[src/rtl/pea_sched_pkg.sv]
// Shared types and constants for the PEA firing scheduler: FSM state encoding,
// PEA instruction-mode codes and the default firing-complete timeout.
package pea_sched_pkg;

  typedef enum logic [3:0] {
    IDLE,
    S_CHK,
    S_FIRE,
    S_WAIT,
    I_CHK,
    I_FIRE,
    I_WAIT,
    D_CHK,
    D_RD,
    D_CAP,
    D_OUT,
    ERR
  } state_t;

  localparam logic [1:0] SETUP_INSTR = 2'b00;
  localparam logic [1:0] INSTR       = 2'b01;
  localparam logic [1:0] OUTPUT      = 2'b10;

  localparam int FC_TIMEOUT_DEFAULT = 4096;

  // The PEA mode is a pure function of the state, so it can only move on a transition.
  function automatic logic [1:0] mode_of(input state_t s);
    case (s)
      S_CHK, S_FIRE, S_WAIT:     return SETUP_INSTR;
      I_CHK, I_FIRE, I_WAIT:     return INSTR;
      D_CHK, D_RD, D_CAP, D_OUT: return OUTPUT;
      default:                   return SETUP_INSTR;
    endcase
  endfunction

endpackage

[src/rtl/pea_sched_drain.sv]
// Output-FIFO drain handshake: pops one result/status pair, captures it and
// holds it on the host interface until accepted.
module pea_sched_drain
  import pea_sched_pkg::*;
#(
  parameter int CNT_W = 5
) (
  input  logic             clk,
  input  logic             rst,
  input  state_t           state_i,
  input  logic [CNT_W-1:0] result_pop_i,
  input  logic [CNT_W-1:0] status_pop_i,
  input  logic [31:0]      result_rd_data_i,
  input  logic [31:0]      status_rd_data_i,
  input  logic             out_ready_i,
  output state_t           next_o,
  output logic             empty_o,
  output logic             rd_en_o,
  output logic             out_valid_o,
  output logic [31:0]      out_result_o,
  output logic [31:0]      out_status_o
);

  logic [31:0] result_q, result_d;
  logic [31:0] status_q, status_d;

  // A pair is only drained when both FIFOs hold data, keeping result and status aligned.
  always_comb begin
    next_o      = state_i;
    empty_o     = (result_pop_i == '0) || (status_pop_i == '0);
    rd_en_o     = 1'b0;
    out_valid_o = 1'b0;
    result_d    = result_q;
    status_d    = status_q;
    case (state_i)
      D_CHK: next_o = empty_o ? D_CHK : D_RD;
      D_RD: begin
        rd_en_o = 1'b1;
        next_o  = D_CAP;
      end
      D_CAP: begin
        result_d = result_rd_data_i;
        status_d = status_rd_data_i;
        next_o   = D_OUT;
      end
      D_OUT: begin
        out_valid_o = 1'b1;
        if (out_ready_i) next_o = D_CHK;
      end
      default: next_o = state_i;
    endcase
  end

  always_ff @(posedge clk or posedge rst) begin
    if (rst) begin
      result_q <= '0;
      status_q <= '0;
    end else begin
      result_q <= result_d;
      status_q <= status_d;
    end
  end

  assign out_result_o = result_q;
  assign out_status_o = status_q;

endmodule

[src/rtl/pea_scheduler.sv]
// PEA firing scheduler: sequences SETUP_INSTR, INSTR and OUTPUT firings per
// instruction, with FC timeout detection, halt/run-count control and drain.
module pea_scheduler
  import pea_sched_pkg::*;
#(
  parameter int FC_TIMEOUT = FC_TIMEOUT_DEFAULT,
  parameter int CNT_W      = 5
) (
  input  logic             clk,
  input  logic             rst,
  input  logic             start,
  input  logic [7:0]       run_count,
  input  logic             halt,
  input  logic             enable,
  input  logic             FC,
  input  logic [CNT_W-1:0] result_pop,
  input  logic [CNT_W-1:0] status_pop,
  input  logic [31:0]      result_rd_data,
  input  logic [31:0]      status_rd_data,
  input  logic             out_ready,
  output logic             invoke,
  output logic [1:0]       next_instr,
  output logic             rd_en_result,
  output logic             rd_en_status,
  output logic             out_valid,
  output logic [31:0]      out_result,
  output logic [31:0]      out_status,
  output logic             busy,
  output logic             err,
  output logic [7:0]       done_cnt
);

  localparam int TW = $clog2(FC_TIMEOUT + 1);
  localparam logic [TW-1:0] TMO_LAST = TW'(FC_TIMEOUT - 1);

  state_t        state_q, state_d;
  logic [7:0]    run_q, run_d;
  logic [7:0]    done_q, done_d;
  logic          err_q, err_d;
  logic [TW-1:0] tmo_q, tmo_d;

  state_t drain_next;
  logic   drain_empty;
  logic   drain_rd_en;

  pea_sched_drain #(
    .CNT_W(CNT_W)
  ) u_drain (
    .clk              (clk),
    .rst              (rst),
    .state_i          (state_q),
    .result_pop_i     (result_pop),
    .status_pop_i     (status_pop),
    .result_rd_data_i (result_rd_data),
    .status_rd_data_i (status_rd_data),
    .out_ready_i      (out_ready),
    .next_o           (drain_next),
    .empty_o          (drain_empty),
    .rd_en_o          (drain_rd_en),
    .out_valid_o      (out_valid),
    .out_result_o     (out_result),
    .out_status_o     (out_status)
  );

  // A zero timeout count marks the first WAIT cycle, where a stale FC level is ignored.
  always_comb begin
    logic finish;
    finish  = 1'b0;
    state_d = state_q;
    run_d   = run_q;
    done_d  = done_q;
    err_d   = err_q;
    tmo_d   = tmo_q;
    case (state_q)
      IDLE, ERR: begin
        if (start) begin
          run_d   = run_count;
          done_d  = '0;
          err_d   = 1'b0;
          tmo_d   = '0;
          state_d = S_CHK;
        end
      end
      S_CHK: if (enable) state_d = S_FIRE;
      I_CHK: if (enable) state_d = I_FIRE;
      S_FIRE, I_FIRE: begin
        tmo_d   = '0;
        state_d = (state_q == S_FIRE) ? S_WAIT : I_WAIT;
      end
      S_WAIT, I_WAIT: begin
        if (FC && (tmo_q != '0)) begin
          state_d = (state_q == S_WAIT) ? I_CHK : D_CHK;
        end else if (tmo_q == TMO_LAST) begin
          err_d   = 1'b1;
          state_d = ERR;
        end else begin
          tmo_d = tmo_q + TW'(1);
        end
      end
      D_CHK: begin
        if (drain_empty) finish = 1'b1;
        else             state_d = drain_next;
      end
      D_RD, D_CAP, D_OUT: state_d = drain_next;
      default: state_d = IDLE;
    endcase

    if (finish) begin
      done_d = (done_q == 8'hFF) ? done_q : done_q + 8'd1;
      if (halt || ((run_q != 8'd0) && (({1'b0, done_q} + 9'd1) == {1'b0, run_q})))
        state_d = IDLE;
      else
        state_d = S_CHK;
    end
  end

  always_ff @(posedge clk or posedge rst) begin
    if (rst) begin
      state_q <= IDLE;
      run_q   <= '0;
      done_q  <= '0;
      err_q   <= 1'b0;
      tmo_q   <= '0;
    end else begin
      state_q <= state_d;
      run_q   <= run_d;
      done_q  <= done_d;
      err_q   <= err_d;
      tmo_q   <= tmo_d;
    end
  end

  assign invoke       = (state_q == S_FIRE) || (state_q == I_FIRE);
  assign next_instr   = mode_of(state_q);
  assign rd_en_result = drain_rd_en;
  assign rd_en_status = drain_rd_en;
  assign busy         = (state_q != IDLE);
  assign err          = err_q;
  assign done_cnt     = done_q;

endmodule

[config.mk]
export PLATFORM = sky130hd
export DESIGN_NAME = pea_scheduler
export DESIGN_NICKNAME = d
export VERILOG_FILES = /design/src/rtl/pea_sched_pkg.sv /design/src/rtl/pea_sched_drain.sv /design/src/rtl/pea_scheduler.sv
export SDC_FILE = /design/constraint.sdc
export NUM_CORES = 1
export LEC_CHECK = 0
export BUFFER_PORTS_ARGS = -buffer_cell sky130_fd_sc_hd__buf_2
export CORE_ASPECT_RATIO = 2
export CORE_UTILIZATION = 40
export DETAILED_ROUTE_END_ITERATION = 7
export PLACE_DENSITY = 0.75
export SLEW_MARGIN = 10
export SYNTH_ARGS = -nofsm -noshare
export SYNTH_HDL_FRONTEND = slang
export SYNTH_SLANG_ARGS = --single-unit
[constraint.sdc]
create_clock -name clk -period 4.8 [get_ports clk]
set_clock_uncertainty 0.05 [all_clocks]
set_input_delay 0.96 -clock clk [delete_from_list [all_inputs] [get_ports clk]]
set_output_delay 0.96 -clock clk [all_outputs]
set_load 0.1 [all_outputs]
* Word-level counts from Yosys, hierarchy flattened *
Memories as Yosys holds them, arrays and structs flattened.
Cells that the tools add are included.

operators by class
  reduce and logical (&&, ||, !) cells = 24
  $add $sub $neg = 3
  multiplexer cells = 29
  eq/ne operators = 24

operator list
  operator                                                           count
  13-bit two-way mux                                                 3
  13-bit case mux with 3 select lines                                1
  4-bit two-way mux                                                  8
  8-bit two-way mux                                                  4
  4-bit case mux with 7 select lines                                 1
  4-bit by 3-bit == test with 1-bit output, second input constant    4
  4-bit == test, second input constant                               4
  4-bit case mux with 4 select lines                                 1
  13-bit by 1-bit adder with 13-bit output, second input constant    1
  13-bit by 12-bit == test with 1-bit output, second input constant  1
  13-bit nonzero test                                                1
  3-bit != test, second input constant                               4
  5-bit zero test                                                    2
  2-bit != test, second input constant                               5
  8-bit by 1-bit adder with 9-bit output, second input constant      1
  9-bit by 8-bit == test with 1-bit output                           1
  8-bit by 1-bit adder with 8-bit output, second input constant      1
  4-bit by 2-bit == test with 1-bit output, second input constant    2
  8-bit == test, second input constant                               1
  1-bit two-way mux                                                  8
  4-bit AND reduction                                                2
  8-bit nonzero test                                                 1
  2-bit nonzero test                                                 3
  2-bit OR reduction                                                 3
  other kinds (14)                                                   17

word-level totals
  word-level logic and storage cells = 88
  output and inout port bits = 80
  memories = 1
  memory bits (read-only) = 32
  bits of input ports = 89
  bits in registers = 98

memory list
  memory           depth  width  read ports  clocked after Yosys merged registers in  wr ports  RTL line             RTL
  (no name shown)  16     2      1           0                                        0         pea_sched_pkg.sv:28  case (s)

* Longest topological paths before layout *
  word-level depth = 6
  gate-level depth with buffers = 9
  gate-level depth less buffers = 8

* Cells and area by module *
From an unflattened synthesis, not the netlist that was laid out.

unflattened totals
  cell total of the unflattened synthesis = 426
  area, all modules = 4787.1 um2

by module, submodules not included
  module           area each (um2)  sequential area each (um2)  cells each  times used
  pea_sched_drain  2560.0           1601.5                      159         1
  pea_scheduler    2227.1           850.8                       267         1

* Worst setup path after synthesis *
OpenSTA, ideal clock, no wires.

  path type = reg2out
  start point = register state_q[0]
  end point = output rd_en_status
  slack = 0.425 ns
  arrival = 3.365 ns
  cell stages (with the launch flop) = 5
  buffers on the path = 3
  required time = 3.790 ns
  cells stage by stage = dfrtp_1 buf_2 clkbuf_1 nor3_1 buf_4

on the way
  word-level cells in the longest chain between the ends = 2

ends and longest elaborated chain
  what                    RTL line               RTL
  start, declared         pea_scheduler.sv:36    state_t state_q, state_d;
  start signal, assigned  pea_scheduler.sv:125   state_q <= state_d;
  4-bit == test           pea_sched_drain.sv:35  case (state_i)
  1-bit two-way mux       pea_sched_drain.sv:35
  end, declared           pea_scheduler.sv:24    output logic rd_en_status,

No other way between the ends.

* Worst setup path after layout *
  start point = register state_q[0]
  end point = output next_instr[1]

on the way
  word-level cells in the longest chain between the ends = 1

ends and longest elaborated chain
  what               RTL line             RTL
  memory 16 x 2 bit  --
  end, declared      pea_scheduler.sv:22  output logic [1:0] next_instr,

No other way between the ends.

==> summary.txt <==
Routing
  – Drt initial violations: 151
  – Number of optimization iterations in the first detailed-route pass: 4
  – Overall routed net length: 11.0 mm
  – Remaining design rule violation count: 0
  – Post-DRT Antenna Nets: 0
  – Number of vias per cell after detailed routing: 5.29
  – DR WL met3: 437 um
  – Highest metal layer with signal wires: met4
  – Via count: 3688
  – Met2 wirelength from detailed routing: 6.20 mm
  – Routed wire per std cell: 15.7 um
  – Wire length on met1: 3.90 mm

GRT
  – Wire length of the first global-routing pass: 17.6 mm
  – Maximum number of pins on one net before global-route repair: 65
  – Global route total overflow: 0
  – Number of antenna violations at the first check in global routing: 0
  – GRT Resource Usage Total: 19.0%
  – Number of global-route vias before repair: 3773

STA
  – # setup viols final: 0
  – Normalized max-slew margin: 42.3%
  – Worst Tran Pin Value: 0.860 ns
  – Time the worst path needs with I/O delays and setup: 3.07 ns
  – Number of pins with negative max-slew slack in the final report: 0
  – Total Negative Setup Slacks: 0 ns
  – Post-route fraction of the period consumed by the critical path: 64.0%
  – RSZ-0062 raised after global routing: false
  – Peak Freq: 0.326 GHz
  – Number of hold violations in the final report: 0

Synthesis
  – Area share of the leading cell type in the synthesized netlist: 53.6%
  – Distinct cell type count after synthesis: 57
  – Number of enable-type register cells in the synthesized netlist: 0
  – Register bit count reported by yosys: 98
  – Netlist area before placement: 4570 um2
  – Dominant register cell in the synthesized netlist: dfrtp_1
  – Yosys Warn Count: 0
  – Async SR Flop Fraction: 100%
  – Register area share after synthesis: 53.6%
  – Average footprint of a synthesized cell: 11.7 um2
  – Cell count after synthesis: 390
  – Largest cells by area after synthesis: dfrtp_1, mux2_2, o21ai_0
  – Post-synth net total: 482
  – Library cell with the largest summed area after synthesis: dfrtp_1

Layout
  – Fraction of layout cells with a size suffix above 1: 48.7%
  – P&R area growth vs syn: 27.4%
  – Final net count: 644
  – Footprint of the multi-input gates: 1990 um2
  – Most frequent standard cell in the layout excluding fill and tap cells: buf_2
  – Highest-count cells in the layout ignoring fill and taps: buf_2, dfrtp_1, mux2_2
  – Antenna fix cells: 0
  – Sequential cell area: 2450 um2
  – Filler cell count: 957

Floorplanning
  – Die footprint: 11900 um2
  – Core area: 11000 um2
  – Height of the chip: 153 um
  – Top-Level Pins: 169
  – Placement row count: 54
  – Initial standard-cell utilization of the core: 41.5%
  – Horizontal die dimension: 77.6 um

Worst hold path
  – Path type of the worst min-delay path: flip-flop to flip-flop
  – Worst Min Path Start: u_drain.out_result_o[24]
  – End point of the most critical hold path: u_drain.out_result_o[24]
  – Hold depth: 1

Clock network
  – Setup fix buffers added after clock tree synthesis: 0
  – # H-tree levels: 3
  – Post-CTS Resized: 0
  – Maximum clock path buffer count: 2
  – CTS tree: done
  – Inserted Clock Buffers: 9
  – Clk slew on worst S/H paths: 0.07 ns
  – CTS Sinks: 98
  – Cell chosen for the clock root: clkbuf_16
  – Clock network latency to the later pin of the worst-skew pair: 0.33 ns
  – Hold buffer count at cts: 0

Critical path
  – Critical path class: flip-flop to output pin
  – Reg2reg path depth: 6
  – Destination of the worst register-to-register timing path: tmo_q[9]
  – Critical path data required time: 3.79 ns
  – Kind of capture point of the worst setup path: output pin
  – Maximum fanout count along the critical path: 17
  – Startpoint kind of the worst setup timing path: flip-flop
  – CP arrival: 2.06 ns
  – Beginning of the worst register-to-register path: state_q[2]
  – Setup slack, reg-to-reg: 2.15 ns

Place
  – Number of port buffers: 168
  – Total half-perimeter wirelength after legalization and detailed placement: 8.24 mm
  – GPL Wtd Cong: 0.798

Status
  – Outcome: finished clean

Job
  – Maxcap violations: 0
## routing by layer
layer | GRT usage, % | vias to the layer above
met5 | 0 | -
met4 | 10.9 | 0
met3 | 3.58 | 31
met2 | 35.1 | 140
met1 | 19.3 | 1775
li1 | - | 1742
## worst max path at each step
stage	startpoint	endpoint	slack (ns)	depth (start not counted)
finish	state_q[0]	next_instr[1]	1.73	4
global route	state_q[0]	next_instr[1]	1.56	4
CTS	state_q[0]	next_instr[1]	1.71	4
detailed placement	status_pop[0]	done_cnt[3]	2.04	7
global placement	status_pop[0]	done_cnt[3]	2.11	7
floorplan	state_q[0]	rd_en_status	0.43	4
## cells in the mapped netlist, drive strengths merged, types with 7 or more instances
master  instances
nor2           18
nor3            7
a31oi           8
inv            11
nand3          13
clkbuf          9
a21oi          13
nand2          27
xnor2           9
dfrtp          98
buf            11
o21ai          26
mux2           72
o31ai           7
## through the flow
stage                     cells  utilization [%]  cell area (um2)  worst slack, ns  hold WS, ns
after CTS                   697             52.9             5830             1.71        0.456
after floorplan             390                -             4570            0.425        0.422
after detailed placement    681             50.1             5520             2.04        0.441
final                       697             52.9             5830             1.73        0.452
after global placement      681             50.1             5520             2.11        0.433
after global routing        697             52.9             5830             1.56        0.467
## flip-flops by register name, indices dropped and copies added, names as in the netlist
register              flops
u_drain.out_result_o     32
err                       1
u_drain.out_status_o     32
tmo_q                    13
state_q                   4
run_q                     8
done_cnt                  8
## kinds of logic (layout without fill, tap and decap cells)
| logic type | count (synthesis) | in the layout | synth area share [%] |
|---|---|---|---|
| fa+ha+maj | 3 | 3 | 0.821 |
| flops | 98 | 98 | 53.6 |
| compound gates | 72 | 72 | 10.2 |
| simple gates | 100 | 100 | 11.9 |
| buf+inv | 31 | 198 | 3.01 |
| mux | 73 | 73 | 17.9 |
| xor+xnor | 13 | 13 | 2.49 |
## cell type report
class / count / share of cell area [%]
Clock buffer: 10 / 3.93
Clock inverter: 6 / 1.29
Inverter: 11 / 0.752
Multi-Input combinational cell: 261 / 34.1
Sequential cell: 98 / 42.1
Tap cell: 140 / 3.01
Timing Repair Buffer: 171 / 14.8
## worst max-delay path, cell delays in order, from the launching register on
cell and delay, ns:
dfrtp_1 0.60, and2_0 0.35, and3_1 0.27, a21o_1 0.10, buf_2 0.41
Power is left out: the tool's default activity adds up to more than one toggle a clock period on the data nets, which glitch-free logic cannot reach.
